**src/rtl/rv32i_pkg.sv**
```systemverilog
// Shared RV32I definitions for the load/store unit: funct3 width encodings,
// LSU state type and an access-legality helper.
package rv32i_pkg;

   localparam logic [2:0] F3_B  = 3'b000;
   localparam logic [2:0] F3_H  = 3'b001;
   localparam logic [2:0] F3_W  = 3'b010;
   localparam logic [2:0] F3_BU = 3'b100;
   localparam logic [2:0] F3_HU = 3'b101;

   typedef enum logic [1:0] {
      LSU_IDLE = 2'd0,
      LSU_REQ  = 2'd1,
      LSU_DONE = 2'd2
   } lsu_state_e;

   // True when funct3 is legal for the direction and the lane is naturally aligned.
   function automatic logic lsu_access_ok(input logic is_store, input logic [2:0] f3,
                                          input logic [1:0] lane);
      logic ok;
      ok = 1'b0;
      case (f3)
         F3_B:    ok = 1'b1;
         F3_H:    ok = (lane[0] == 1'b0);
         F3_W:    ok = (lane == 2'b00);
         F3_BU:   ok = !is_store;
         F3_HU:   ok = !is_store && (lane[0] == 1'b0);
         default: ok = 1'b0;
      endcase
      return ok;
   endfunction

endpackage

```
**src/rtl/rv32i_lsu_if.sv**
```systemverilog
// Data-memory req/ack bus between the LSU (master) and memory (slave).
interface rv32i_lsu_if;
   logic        mem_req;
   logic        mem_we;
   logic [31:0] mem_addr;
   logic [31:0] mem_wdata;
   logic [3:0]  mem_wstrb;
   logic        mem_ack;
   logic [31:0] mem_rdata;

   modport master (
      output mem_req, mem_we, mem_addr, mem_wdata, mem_wstrb,
      input  mem_ack, mem_rdata
   );

   modport slave (
      input  mem_req, mem_we, mem_addr, mem_wdata, mem_wstrb,
      output mem_ack, mem_rdata
   );
endinterface

```
**src/rtl/rv32i_load_align.sv**
```systemverilog
// Combinational load extraction: selects the byte/half lane and sign- or zero-extends.
module rv32i_load_align
   import rv32i_pkg::*;
(
   input  logic [31:0] mem_rdata,
   input  logic [1:0]  lane,
   input  logic [2:0]  funct3,
   output logic [31:0] result
);

   logic [7:0]  byte_v;
   logic [15:0] half_v;

   always_comb begin
      byte_v = mem_rdata[7:0];
      case (lane)
         2'd0: byte_v = mem_rdata[7:0];
         2'd1: byte_v = mem_rdata[15:8];
         2'd2: byte_v = mem_rdata[23:16];
         2'd3: byte_v = mem_rdata[31:24];
         default: byte_v = mem_rdata[7:0];
      endcase
      half_v = lane[1] ? mem_rdata[31:16] : mem_rdata[15:0];

      result = '0;
      case (funct3)
         F3_B:    result = {{24{byte_v[7]}}, byte_v};
         F3_H:    result = {{16{half_v[15]}}, half_v};
         F3_W:    result = mem_rdata;
         F3_BU:   result = {24'h0, byte_v};
         F3_HU:   result = {16'h0, half_v};
         default: result = '0;
      endcase
   end

endmodule

```
**src/rtl/rv32i_lsu.sv**
```systemverilog
// RV32I load/store unit: one data-memory transaction per start, with
// alignment/funct3 fault detection, ack timeout and register-file write-back.
module rv32i_lsu
   import rv32i_pkg::*;
#(
   parameter int unsigned TIMEOUT_CYCLES = 255
) (
   input  logic        sys_clk,
   input  logic        sys_reset,
   input  logic        start,
   input  logic        is_store,
   input  logic [2:0]  funct3,
   input  logic [31:0] base,
   input  logic [31:0] offset,
   input  logic [31:0] store_data,
   output logic        busy,
   output logic        done,
   output logic        fault,
   output logic        rd_we,
   output logic [31:0] rd_data,
   rv32i_lsu_if.master bus
);

   localparam logic [7:0] TMO_LIMIT = 8'(TIMEOUT_CYCLES);

   lsu_state_e  state_q, state_d;
   logic [7:0]  tmo_q, tmo_d;
   logic        fault_q, fault_d;
   logic        accept, capture;

   logic        op_store_q;
   logic [2:0]  op_f3_q;
   logic [1:0]  lane_q;
   logic [31:0] addr_q, wdata_q, rd_data_q;
   logic [3:0]  wstrb_q;

   logic [31:0] ea, st_wdata, ld_result;
   logic [3:0]  st_wstrb;
   logic        access_ok;

   assign ea        = base + offset;
   assign access_ok = lsu_access_ok(is_store, funct3, ea[1:0]);

   // Lane replication and strobes are resolved at accept so the bus stays stable in REQ.
   always_comb begin
      st_wdata = store_data;
      st_wstrb = '0;
      if (is_store) begin
         case (funct3)
            F3_B: begin
               st_wdata = {4{store_data[7:0]}};
               st_wstrb = 4'b0001 << ea[1:0];
            end
            F3_H: begin
               st_wdata = {2{store_data[15:0]}};
               st_wstrb = 4'b0011 << ea[1:0];
            end
            default: st_wstrb = '1;
         endcase
      end
   end

   rv32i_load_align u_align (
      .mem_rdata (bus.mem_rdata),
      .lane      (lane_q),
      .funct3    (op_f3_q),
      .result    (ld_result)
   );

   always_comb begin
      state_d = state_q;
      tmo_d   = tmo_q;
      fault_d = fault_q;
      accept  = 1'b0;
      capture = 1'b0;
      case (state_q)
         LSU_IDLE: begin
            if (start) begin
               accept = 1'b1;
               tmo_d  = '0;
               if (access_ok) begin
                  state_d = LSU_REQ;
                  fault_d = 1'b0;
               end else begin
                  state_d = LSU_DONE;
                  fault_d = 1'b1;
               end
            end
         end
         LSU_REQ: begin
            if (bus.mem_ack) begin
               state_d = LSU_DONE;
               fault_d = 1'b0;
               capture = !op_store_q;
            end else if (tmo_q + 8'd1 == TMO_LIMIT) begin
               state_d = LSU_DONE;
               fault_d = 1'b1;
            end else begin
               tmo_d = tmo_q + 8'd1;
            end
         end
         LSU_DONE: state_d = LSU_IDLE;
         default:  state_d = LSU_IDLE;
      endcase

      busy          = (state_q != LSU_IDLE);
      done          = (state_q == LSU_DONE);
      fault         = done && fault_q;
      rd_we         = done && !fault_q && !op_store_q;
      rd_data       = rd_data_q;
      bus.mem_req   = (state_q == LSU_REQ);
      bus.mem_we    = op_store_q;
      bus.mem_addr  = addr_q;
      bus.mem_wdata = wdata_q;
      bus.mem_wstrb = wstrb_q;
   end

   always_ff @(posedge sys_clk or negedge sys_reset) begin
      if (!sys_reset) begin
         state_q <= LSU_IDLE;
         tmo_q   <= '0;
         fault_q <= 1'b0;
      end else begin
         state_q <= state_d;
         tmo_q   <= tmo_d;
         fault_q <= fault_d;
      end
   end

   always_ff @(posedge sys_clk or negedge sys_reset) begin
      if (!sys_reset) begin
         op_store_q <= 1'b0;
         op_f3_q    <= '0;
         lane_q     <= '0;
         addr_q     <= '0;
         wdata_q    <= '0;
         wstrb_q    <= '0;
         rd_data_q  <= '0;
      end else begin
         if (accept) begin
            op_store_q <= is_store;
            op_f3_q    <= funct3;
            lane_q     <= ea[1:0];
            addr_q     <= {ea[31:2], 2'b00};
            wdata_q    <= st_wdata;
            wstrb_q    <= st_wstrb;
         end
         if (capture) begin
            rd_data_q <= ld_result;
         end
      end
   end

endmodule

```
**src/flat_wrapper.sv**
```systemverilog
// flat-port wrapper written by rule: the top's interface ports become plain ports
module rv32i_lsu_flat import rv32i_pkg::*;
#(
   parameter int unsigned TIMEOUT_CYCLES = 255
)
  (sys_clk, sys_reset, start, is_store, funct3, base, offset, store_data, busy, done, fault, rd_we, rd_data, bus_mem_req, bus_mem_we, bus_mem_addr, bus_mem_wdata, bus_mem_wstrb, bus_mem_ack, bus_mem_rdata);
  rv32i_lsu_if bus_i ();
  input  logic sys_clk;
  input  logic sys_reset;
  input  logic start;
  input  logic is_store;
  input  logic [2:0] funct3;
  input  logic [31:0] base;
  input  logic [31:0] offset;
  input  logic [31:0] store_data;
  output logic busy;
  output logic done;
  output logic fault;
  output logic rd_we;
  output logic [31:0] rd_data;
  output wire logic [$bits(bus_i.mem_req)-1:0] bus_mem_req;
  output wire logic [$bits(bus_i.mem_we)-1:0] bus_mem_we;
  output wire logic [$bits(bus_i.mem_addr)-1:0] bus_mem_addr;
  output wire logic [$bits(bus_i.mem_wdata)-1:0] bus_mem_wdata;
  output wire logic [$bits(bus_i.mem_wstrb)-1:0] bus_mem_wstrb;
  input wire logic [$bits(bus_i.mem_ack)-1:0] bus_mem_ack;
  input wire logic [$bits(bus_i.mem_rdata)-1:0] bus_mem_rdata;
  assign bus_mem_req = bus_i.mem_req;
  assign bus_mem_we = bus_i.mem_we;
  assign bus_mem_addr = bus_i.mem_addr;
  assign bus_mem_wdata = bus_i.mem_wdata;
  assign bus_mem_wstrb = bus_i.mem_wstrb;
  assign bus_i.mem_ack = bus_mem_ack;
  assign bus_i.mem_rdata = bus_mem_rdata;
  rv32i_lsu #(.TIMEOUT_CYCLES(TIMEOUT_CYCLES)) u_core (.sys_clk(sys_clk), .sys_reset(sys_reset), .start(start), .is_store(is_store), .funct3(funct3), .base(base), .offset(offset), .store_data(store_data), .busy(busy), .done(done), .fault(fault), .rd_we(rd_we), .rd_data(rd_data), .bus(bus_i));
endmodule
```
**config.mk**
```make
export PLATFORM = sky130hd
export DESIGN_NAME = rv32i_lsu_flat
export DESIGN_NICKNAME = d
export VERILOG_FILES = /design/src/rtl/rv32i_pkg.sv /design/src/rtl/rv32i_lsu_if.sv /design/src/rtl/rv32i_load_align.sv /design/src/rtl/rv32i_lsu.sv /design/src/flat_wrapper.sv
export SDC_FILE = /design/constraint.sdc
export NUM_CORES = 1
export LEC_CHECK = 0
export ABC_AREA = 1
export ABC_CLOCK_PERIOD_IN_PS = 1850
export CORE_ASPECT_RATIO = 1.25
export CORE_MARGIN = 5
export CORE_UTILIZATION = 25
export CTS_BUF_LIST = sky130_fd_sc_hd__clkbuf_16
export CTS_CLUSTER_DIAMETER = 50
export CTS_CLUSTER_SIZE = 14
export DETAILED_ROUTE_END_ITERATION = 10
export GPL_TIMING_DRIVEN = 0
export HOLD_SLACK_MARGIN = 0.15
export SYNTH_ARGS = -nofsm -noshare
export SYNTH_HDL_FRONTEND = slang
export SYNTH_SLANG_ARGS = --single-unit
```
**constraint.sdc**
```tcl
create_clock -name sys_clk -period 1.85 [get_ports sys_clk]
set_clock_uncertainty 0.1 [all_clocks]
set_input_delay 0.4625 -clock sys_clk [delete_from_list [all_inputs] [get_ports sys_clk]]
set_output_delay 0.4625 -clock sys_clk [all_outputs]
set_load 0.03 [all_outputs]
```
After elaboration in Yosys (flattened, before gate mapping). Index checks and enable logic that the tools add are counted.

Bits in registers: 115. Latch bits: 0. Memory bits (writable): 0. Memory bits (read-only): 0. Memories kept: 0.

$add $sub $neg: 2. $mul: 0. Div/mod/pow operators: 0. Order comparisons: 0. Equal/unequal tests: 18. Shift-type cells: 2. Multiplexer cells: 26. Bitwise gates (word level): 1. Reduce and logical (&&, ||, !) cells: 17.

Operator list (number): case mux 32 bit (5 select lines) (1); case mux 32 bit (2 select lines) (1); adder 32 bit (1); 2-to-1 mux 32 bit (1); case mux 8 bit (4 select lines) (1); 2-to-1 mux 8 bit (3); 2-to-1 mux 16 bit (1); case mux 8 bit (2 select lines) (1); == test 3 bit, second input constant (4); adder 8 x 1 -> 8 bit, second input constant (1); == test 8 bit, second input constant (1); 2-to-1 mux 1 bit (8); 2-to-1 mux 2 bit (4); case mux 4 bit (2 select lines) (1); == test 2 bit, second input constant (3); == test 3 x 1 -> 1 bit, second input constant (2); == test 3 x 2 -> 1 bit, second input constant (2); logical NOT 2 bit (3); logical NOT 3 bit (2); != test 2 bit, second input constant (3); case mux 1 bit (5 select lines) (1); == test 2 x 1 -> 1 bit, second input constant (2); logical AND 1 bit (4); 2-to-1 mux 4 bit (1); 11 further kinds (14).

Depth between registers and ports, before layout.
Depth in word-level cells: 7. Depth in mapped cells: 13.

Cells and area by module. A second synthesis with hierarchy kept.

Cells, all modules: 1252. Area, all modules: 8303.0 µm².

By module, submodules not included: rv32i_lsu (times used 1, cells each 997, area an instance 7223.2 µm², seq. area each 2877.8 µm²); rv32i_load_align (times used 1, cells each 255, area an instance 1079.8 µm², seq. area each 0.0 µm²).

Worst setup path after synthesis. OpenSTA, ideal clock, no wires.

Kind: register to output. From: reg u_core.state_q[1]. To: out rd_we. Data arrival time: 1673 ps. Setup slack: -385 ps. Cell stages (with the launch flop): 5. Path buffers: 0. Path through: dfrtp_1 inv_1 nor2_1 inv_1 nor3_1.

Cells in the longest elaborated chain, start to end: 3.

Ends and longest elaborated chain: start, declared (line rv32i_lsu.sv:26) `lsu_state_e state_q, state_d;`; start signal, assigned (line rv32i_lsu.sv:124) `state_q <= state_d;`; == test 2 bit (line rv32i_lsu.sv:107) `done = (state_q == LSU_DONE);`; via done (line flat_wrapper.sv:17) `output logic done;`; logical AND 1 bit (2 in series) (line rv32i_lsu.sv:109) `rd_we = done && !fault_q && !op_store_q;`; end, declared (line flat_wrapper.sv:19) `output logic rd_we;`.

The timed path passes the listed nets, and every way through them passes these cells.

Worst setup path in the final report.
From: reg u_core.state_q[1]. To: out rd_we.

Cells in the longest elaborated chain, start to end: 3.

Ends and longest elaborated chain (line): == test 2 bit (rv32i_lsu.sv:107); logical AND 1 bit (2 in series) (rv32i_lsu.sv:109).

No other way between the ends.

==> qor.txt <==
RSZ-0062 raised after global routing = yes
gpl congestion = 0.912
Synth area leader = dfrtp_1
Worst EP arrival = 1300 ps
Rows = 73
worst skew pair latency = 420 ps
initial antenna violation count = 2
most common cell after layout, fill and taps aside = nand2_1
Area Overhead vs Synth = 60.2%
Die X = 169 µm
share of layout cells above drive strength 1 = 0.192
final hold viol count = 0
final slew viol count = 0
Slew @ Worst Pin = 554 ps
initial DRC count = 696
failing checks = negative setup slack
maxcap violations = 0
Final period util = 1.01
WS Path Type = flip-flop to output port
fmax = 0.536 GHz
largest net degree at the start of global routing = 67
Synth area leaders = dfrtp_1 36%, nand2_1 23%, inv_1 8.1%
Slew HR = 0.631
setup tns final = -26.1 ps
gr ovfl total = 0
vias in the first global route = 9187
TritonCTS clock tree = built
Mean Syn Cell Area = 6.51 µm²
core area = 31600 µm²
via count = 9002
CTS buffer count = 17
All-Layer GR Usage = 0.178
Final nets = 1695
post-synth top area share = 0.362
Max Root-Sink Buffers = 2
Syn. warnings = 0
clk sink count = 115
final hold slack = 373 ps
most frequent cells in the layout = 442 x nand2_1, 162 x inv_1, 124 x dlygate4sd2_1
DPL Wire Length = 25000 µm
min Tclk post-route = 1870 ps
port bufs = 239
Finished Core Util = 0.403
post-synth cell types = 37
Worst Path Max Fanout = 2
Seq/Total Area, Yosys = 0.362
crit start category = flip-flop
routed len/inst = 16.6 µm
Hold Crit Class = flip-flop to flip-flop
synthesized flop and latch total = 115
Place WS = -875 ps
Clk Tree Root Cell = clkbuf_16
num ports = 242
final setup violation count = 3
P_leak = 6.70 nW
post-route antenna net violation count = 0
H-tree Lvls = 4
die area = 35500 µm²
die height = 209 µm
Netlist Area Pre-Place = 7950 µm²
pwr dens = 1320 nW/µm²
Worst Path Required = 1290 ps
peak supply drop = 0.580 mV
type of destination of the critical path = output port
Mapped Cells = 1221
first-pass GRT wire length = 49300 µm
Routed WL = 32400 µm
drt via density = 4.61
initial cell density of the core = 0.251
status = complete, but fails checks
Worst-path clk slew = 60 ps
PnR worst setup slack = -15.2 ps
DRC errors left = 0
drt pass-1 iters = 5
[cells by family after synthesis]
family,share of synthesized area
AOI/OAI and AO/OA,0.0927
xor gates and xnor gates,0.0220
adders and majority gates,0.0545
buffers and inverters,0.109
DFF,0.362
other,0.000472
and+or+nand+nor,0.359
[final timing paths]
path	depth (start not counted)	start	to	slack, ps
max in group asynchronous	3	sys_reset	u_core.bus.mem_wdata[22]	440
hold reg to reg	2	u_core.rd_data[4]	u_core.rd_data[4]	370
setup reg to reg	9	u_core.tmo_q[0]	u_core.tmo_q[2]	60
hold / removal	2	u_core.rd_data[4]	u_core.rd_data[4]	370
setup / recovery	5	u_core.state_q[1]	rd_we	-20
min in group asynchronous	2	sys_reset	u_core.rd_data[22]	470
[metal layers]
layer | share of wire | global-route usage
met1 | 0.38 | 0.196
met2 | 0.51 | 0.327
met3 | 0.065 | 0.0382
met4 | 0.041 | 0.0800
met5 | 0.00040 | 0
[synth_stat cells, drive strengths merged]
library cell,number
a21o,1
nand4,5
o22ai,10
o21ai,47
or2,2
a31oi,16
and2,1
xnor2,13
a21oi,47
clkbuf,12
ha,33
a32o,1
dfrtp,115
buf,25
nor2,100
fa,1
nand3b,4
nand3,88
o21bai,4
nand2,499
xor2,7
inv,176
conb,1
nor4,1
nor3,6
o32ai,6
[worst max-delay path: stages, from the launching register on]
cell,delay [ps]
dfrtp_1,380
inv_2,70
nor2_4,120
inv_2,50
nor3_2,90
buf_4,180
[state kept, by name, indices dropped and copies added (netlist names), 2 cells and up]
register / cells
u_core.bus.mem_addr: 30
u_core.bus.mem_wdata: 32
u_core.bus.mem_wstrb: 4
u_core.lane_q: 2
u_core.op_f3_q: 3
u_core.rd_data: 32
u_core.state_q: 2
u_core.tmo_q: 8
[timing repair]
| item | 4_1_cts | 5_1_grt |
|---|---|---|
| pin swaps | 51 | 49 |
| setup endpoints to repair | 162 | 69 |
| hold buffers | 1 | 0 |
| setup buffers | 26 | 16 |
| cloned | 0 | 1 |
| hold endpoints to repair | 49 | 0 |
| gates resized for setup | 312 | 103 |
[per-stage QoR]
stage | total power, mW | cell area (µm²) | cells
floorplan | 9.55 | 8010 | 1222
global placement | 13.4 | 10900 | 1873
detailed placement | 13.5 | 10900 | 1874
CTS | 16.8 | 12300 | 1933
global route | 18.0 | 12700 | 1951
finish | 16.9 | 12700 | 1951
[power breakdown]
| part | total (mW) | internal (mW) | switching [mW] | leakage (nW) |
|---|---|---|---|---|
| Combinational | 9.01 | 3.10 | 5.90 | 4.98 |
| Clock | 3.53 | 2.24 | 1.29 | 0.305 |
| Sequential | 4.32 | 3.62 | 0.701 | 1.42 |
[final cells by class]
| class | instances | area, µm² |
|---|---|---|
| Fill cell | 3282 | 18900 |
| Multi-Input combinational cell | 894 | 5190 |
| Sequential cell | 115 | 2880 |
| Timing Repair Buffer | 284 | 2630 |
| Inverter | 176 | 667 |
| Tap cell | 412 | 515 |
| Clock buffer | 17 | 425 |
| Buffer | 37 | 220 |
| Clock inverter | 15 | 193 |
| Antenna cell | 1 | 2.50 |
Note: power is estimated with default switching activity, not from simulation.
